## config.mk

```make
export PLATFORM = sky130hd
export DESIGN_NAME = pause_dim_ctrl
export DESIGN_NICKNAME = d
export VERILOG_FILES = /design/src/rtl/pause_dim_ctrl.sv
export SDC_FILE = /design/constraint.sdc
export NUM_CORES = 1
export LEC_CHECK = 0
export BUFFER_PORTS_ARGS = -buffer_cell sky130_fd_sc_hd__buf_4
export CORE_MARGIN = 2
export CORE_UTILIZATION = 30
export DETAILED_ROUTE_END_ITERATION = 10
export GPL_TIMING_DRIVEN = 0
export HOLD_SLACK_MARGIN = 0.08
export PLACE_DENSITY_LB_ADDON = 0.3
export SLEW_MARGIN = 15
export SYNTH_ARGS = -nofsm -noshare
export SYNTH_HDL_FRONTEND = slang
export SYNTH_SLANG_ARGS = --single-unit
```

## constraint.sdc

```tcl
create_clock -name clk_sys -period 4.1 [get_ports clk_sys]
set_input_delay 0 -clock clk_sys [delete_from_list [all_inputs] [get_ports clk_sys]]
set_output_delay 0 -clock clk_sys [all_outputs]
set_load 0.01 [all_outputs]
```

## src/rtl/pause_dim_ctrl.sv

```systemverilog
// rtl/pause_dim_ctrl.sv - core pause arbitration with timed video dimming while paused
module pause_dim_ctrl #(
  parameter int RW            = 4,
  parameter int GW            = 4,
  parameter int BW            = 4,
  parameter int NREQ          = 1,
  parameter int TICKS_PER_SEC = 12000000,
  parameter int DIM_SECONDS   = 10,
  parameter int DIM_SHIFT     = 1
) (
  input  logic                  clk_sys,
  input  logic                  reset,
  input  logic                  user_button,
  input  logic [NREQ-1:0]       pause_request,
  input  logic                  OSD_STATUS,
  input  logic [1:0]            options,
  input  logic [RW+GW+BW-1:0]   rgb_in,
  output logic [RW+GW+BW-1:0]   rgb_out,
  output logic                  pause_cpu,
  output logic                  dim_active
);

  localparam int CW = RW + GW + BW;
  localparam int PW = (TICKS_PER_SEC > 1) ? $clog2(TICKS_PER_SEC) : 1;
  localparam logic [PW-1:0] PRESC_MAX = PW'(TICKS_PER_SEC - 1);
  localparam logic [7:0]    SEC_MAX   = 8'(DIM_SECONDS);

  logic          button_q;
  logic          toggle;
  logic [PW-1:0] presc;
  logic [7:0]    secs;

  logic          button_rise;
  logic          sec_tick;
  logic          pause_next;
  logic [RW-1:0] r_dim;
  logic [GW-1:0] g_dim;
  logic [BW-1:0] b_dim;

  always_comb begin
    button_rise = user_button & ~button_q;
    sec_tick    = (presc == PRESC_MAX);
    pause_next  = toggle | (OSD_STATUS & options[0]) | (|pause_request);
    // Each channel is shifted on its own so high bits never bleed into the neighbour.
    r_dim       = rgb_in[CW-1 -: RW] >> DIM_SHIFT;
    g_dim       = rgb_in[GW+BW-1 -: GW] >> DIM_SHIFT;
    b_dim       = rgb_in[BW-1:0] >> DIM_SHIFT;
  end

  always_ff @(posedge clk_sys) begin
    if (reset) begin
      // Track the live button level so a press held across reset release is not seen as an edge.
      button_q   <= user_button;
      toggle     <= 1'b0;
      presc      <= '0;
      secs       <= '0;
      pause_cpu  <= 1'b0;
      dim_active <= 1'b0;
      rgb_out    <= '0;
    end else begin
      button_q  <= user_button;
      if (button_rise) begin
        toggle <= ~toggle;
      end
      pause_cpu <= pause_next;

      if (!pause_cpu) begin
        presc <= '0;
        secs  <= '0;
      end else begin
        presc <= sec_tick ? '0 : presc + 1'b1;
        if (sec_tick && (secs != SEC_MAX)) begin
          secs <= secs + 8'd1;
        end
      end

      // Dim enable is re-evaluated every cycle, so toggling options[1] acts without a new wait.
      dim_active <= pause_cpu & options[1] & (secs == SEC_MAX);
      rgb_out    <= dim_active ? {r_dim, g_dim, b_dim} : rgb_in;
    end
  end

endmodule

```

## Yosys cells after proc, flatten, opt, wreduce, memory -nomap -nowiden

Cells that the tools add are included.

| word-level totals | value |
|---|---|
| ROM bits | 0 |
| register bits after elaboration | 48 |
| bits in writable memories | 0 |
| output and inout bits | 14 |
| memories kept | 0 |
| input bits | 19 |
| bits in latches | 0 |

| operators by class | value |
|---|---|
| muxes and demuxes | 1 |
| $mul | 0 |
| equal/unequal tests | 3 |
| add/sub/neg operators | 2 |
| order comparisons | 0 |
| div/mod/pow operators | 0 |
| shift-type cells | 0 |
| reductions and logical operators | 4 |
| bitwise gates (word level) | 9 |

Operators by type and width:

| cell | count |
|---|---|
| adder 24 x 1 -> 24 bit (second input constant) | 1 |
| == test 24 bit (second input constant) | 1 |
| two-way mux 11 bit | 1 |
| adder 8 x 1 -> 8 bit (second input constant) | 1 |
| == test 8 x 4 -> 1 bit (second input constant) | 1 |
| != test 8 x 4 -> 1 bit (second input constant) | 1 |
| AND 1 bit | 4 |
| OR reduction 2 bit | 2 |
| inverter 1 bit | 3 |
| OR reduction 3 bit | 1 |
| OR 1 bit | 2 |
| logical AND 1 bit | 1 |

## Logic depth before layout (Yosys ltp)

| logic depth | value |
|---|---|
| depth after elaboration | 3 |
| mapped depth | 7 |
| mapped depth without buffers | 7 |

## Least setup slack after synthesis

Ideal clock, no wire load.

| path | value |
|---|---|
| kind | register to register |
| start point | register presc[22] |
| end point | register secs[7] |
| path buffers | 0 |
| cell stages (with the launch flop) | 6 |
| setup slack | 2.144 ns |
| data required time | 4.030 ns |
| library setup time | 0.070 ns |
| clock period less this slack | 1.956 ns |
| arrival time | 1.886 ns |
| cells stage by stage | dfxtp_1 > or4b_4 > nor4_4 > nand2_2 > or4_1 > a21oi_1 |

| between the ends | value |
|---|---|
| cells in the longest elaborated chain, start to end | 2 |

Ends and longest elaborated chain:

| element | line | text |
|---|---|---|
| start: declaration | 30 | `logic [PW-1:0] presc;` |
| start signal: assignment | 71 | `presc <= sec_tick ? '0 : presc + 1'b1;` |
| == test 24 bit | 42 | `sec_tick = (presc == PRESC_MAX);` |
| logical AND 1 bit | 72 | `if (sec_tick && (secs != SEC_MAX)) begin` |
| end signal: assignment | 73 | `secs <= secs + 8'd1;` |
| end: declaration | 31 | `logic [7:0] secs;` |

Every way passes these cells.
A chain may end at the register's enable or synchronous reset.

## Worst setup path in the final report

| path | value |
|---|---|
| start point | register presc[7] |
| end point | register presc[21] |

| between the ends | value |
|---|---|
| cells in the longest elaborated chain, start to end | 2 |
| elaborated cells on any way between the ends | 3 |

Ends and longest elaborated chain:

| element |
|---|
| branches (longest 2 deep; another with adder 24 x 1 -> 24 bit) |

Several ways; the timed one is not identified.

==> flow_summary.toml <==
[clock_network]
htreeDepth = 2
clk_latency_ps = 300
clock_path_buffers = 2
clk_pin_slew_worst_paths_ps = 90
cts_sinks = 48
root_buffer = "clkbuf_8"
cts_tree = "built"
cts_buffers = 5

[pwr]
power_density_mw_per_mm2 = 337
leakage_nw = 0.974
swShare = 0.211
intPower_w = 0.000695
p_sw_w = 0.000186
p_clk_frac = 0.384
combPwrFrac = 0.073
p_seq_frac = 0.543
ir_drop_mv = 0.157

[layout]
final_layout_size_suffix_gt1_frac = 0.167
synthToLayoutAreaGrowth_pct = 32.7
finish.instance_area_mm2 = 0.00261
final_nets = 297
diodes = 0

[global_route]
grt-ovfl-total = 0
grtUsageTotal = 0.116
grt_pass1_vias = 1565
grt_pass1_wl_mm = 6.96
antenna_found_initial = 0
grt_max_degree = 15

[synth]
seq_area_frac_synth = 0.488
yosys-top-cells-area = "dfxtp_1 49%, nor2_1 8.2%, xor2_1 6.7%, mux2i_1 4.6%, xnor2_1 4.0%"
synthArstFlopShare = 0
synth_compound_area_frac = 0.0432
yosysUniqueCellTypes = 32
synth_adder_area_share = 0.0191
post_synth_and_or_nand_nor_area_fraction = 0.276
synth-edff-count = 0
synthCells = 216
syn-num-nets = 238
yosysMostFrequentCell = "dfxtp_1"
synth_flop_cell = "dfxtp_1"
synth-seq-cells = 48
avgSynthCellArea_um2 = 9.11
yosysWarnings = 0
synth_common_cells = "48 x dfxtp_1, 43 x nor2_1, 15 x xor2_1"
yosysTopAreaCellShare = 0.488
synthXorXnorAreaFrac = 0.107
synth_top_family_by_area = "simple AND/OR/NAND/NOR gates"
synthMuxAreaShare = 0.0458
synth.largest_area_cell = "dfxtp_1"
synth_area_mm2 = 0.00197

[worst_hold_path]
hold_path_class = "in -> reg"
hold_start = "user_button"
hold_path_end = "button_q"
whs_path_depth = 2

[routing]
ant_nets = 0
wl_per_cell_um = 11.2
drt_wl_total_mm = 3.95
vias = 1632
drc = 0
vias_per_cell = 4.62
drtIter0Drc = 95
dr.pass1.iters = 4

[floorplan]
initial_core_util = 0.310
num_rows = 29
core_area_mm2 = 0.00635
io_pins = 33
fp.dieW_um = 85.0
dieArea_mm2 = 0.00722
die_y_um = 85.0

[place]
globalplace.congestion = 0.740
port_buffers = 32
hpwl_mm = 2.69
place_area_mm2 = 0.00230
dpl_worst_slack_ps = 1900

[critical_path]
worstSetupPathType = "reg -> reg"
cp_data_arrival_time_ps = 2380
path_cells = "nand4_1 -> nor4_1 -> nand3_1 -> xor2_1 -> nor2_1"
rr_worst_depth = 5
worstSetupPathDepth = 5
rr_endpoint = "presc[21]"
critPathLaunchType = "flop"
worstPathMaxFanout = 6
required_ps = 4270
crit_buf_inv = 0
crit_family = "simple AND/OR/NAND/NOR gates"
crit_path_top_delay_cell = "nor4_1"
cp-end-kind = "flop"
r2r_setup_slack_ps = 1900
rr_startpoint = "presc[7]"
slowest_delay_ps = 990

[timing]
hold_violations = 0
layout_setup_ws_ps = 1900
relSlewSlack = 0.244
max_slew.worst_pin.slew_ps = 1120
fmax_mhz = 454
tns_ps = 0
fin_crit_sh = 0.537
drv_slew = 0
finalSetupViolations = 0
rsz0062_at_grt = "no"
final.min_clock_period_ps = 2200
fin_skew_ps = 8.88

[run]
maxCapViolCount = 0

[outcome]
status = "finished, final reports clean"
[cells by family after synthesis]
logic type                 after synthesis
adders and majority gates                3
and+or+nand+nor                        106
xor gates and xnor gates                24
muxes                                    9
AOI/OAI and AO/OA                       15
DFF                                     48
buffers and inverters                   11
[per-layer routing]
metal / global-route usage / share of wire / vias up
met2: 0.186 / 0.45 / 31
met5: 0 / 0 / -
met1: 0.153 / 0.49 / 749
met3: 0.0379 / 0.048 / 5
li1: - / - / 847
met4: 0.0260 / 0.0073 / 0
[power by group through the flow]
stage | registers (W) | clock network (W) | logic, W
after floorplan | 0.000493 | 0 | 0.0000154
after global placement | 0.000489 | 0 | 0.0000484
after detailed placement | 0.000490 | 0 | 0.0000489
after CTS | 0.000479 | 0.000345 | 0.0000643
after global routing | 0.000480 | 0.000368 | 0.0000710
final | 0.000479 | 0.000338 | 0.0000646
[worst register-to-register path, cell delays in order, from the launching register on]
cell and delay, ps:
dfxtp_1 430, nand4_1 230, nor4_1 990, nand3_1 190, xor2_1 190, nor2_1 50
[worst max path at each step]
stage,from,slack (ps),end
detailed placement,presc[22],1900,presc[5]
global placement,presc[22],1900,presc[13]
finish,presc[7],1900,presc[21]
global route,presc[7],1650,presc[15]
CTS,presc[22],1890,presc[10]
floorplan,presc[22],2140,secs[7]
[placed cells by master (no fill, tap or decap)]
master,instances
nor2b_1,2
inv_1,5
and3_1,4
clkbuf_8,5
o21ai_0,5
nor4_1,3
nor2_1,43
xor2_1,15
a211oi_1,1
nand3_1,14
or3_1,4
clkbuf_1,7
nor4b_1,1
or2_2,1
clkinv_2,1
and2_1,3
dfxtp_1,48
nor4_4,1
nand2_1,12
dlygate4sd3_1,20
a21oi_1,6
o21a_1,2
nor3_2,1
or4_1,2
ha_1,3
and3_2,2
mux2i_1,9
buf_4,32
nand2b_1,1
and4_1,1
nand2_2,1
xnor2_1,9
bufinv_16,1
o31ai_1,1
nand4_1,8
nor3_1,1
or4b_4,1
[repair_timing]
| action | CTS | global route |
|---|---|---|
| gates resized for setup | 0 | 0 |
| hold buffers | 20 | 0 |
| hold endpoints to repair | 18 | 0 |
| buffers inserted | 0 | 0 |
[state kept, by name (all words and copies together), names as in the netlist]
name / flops
dim_active: 1
pause_cpu: 1
secs: 8
button_q: 1
toggle: 1
presc: 24
rgb_out: 12
[area by class of cell]
class                      instances  area, um2
sequential                        48        961
inverter                           5       18.8
buffer                             6       22.5
clock inverter                     2       35.0
fill                             613       3740
tap                               77       96.3
timing repair buffer              52        440
multi-input combinational        157        966
clock buffer                       6       72.6
[per-stage QoR]
step / util / std cells / total power (W) / hold slack, ps
2_1_floorplan: - / 216 / 0.000508 / 27.7
4_1_cts: 0.411 / 353 / 0.000888 / 343
5_1_grt: 0.411 / 353 / 0.000919 / 351
3_3_place_gp: 0.363 / 325 / 0.000538 / 112
3_5_place_dp: 0.363 / 325 / 0.000538 / 112
6_report: 0.411 / 353 / 0.000881 / 352
Power figures use the tool's default switching activity.
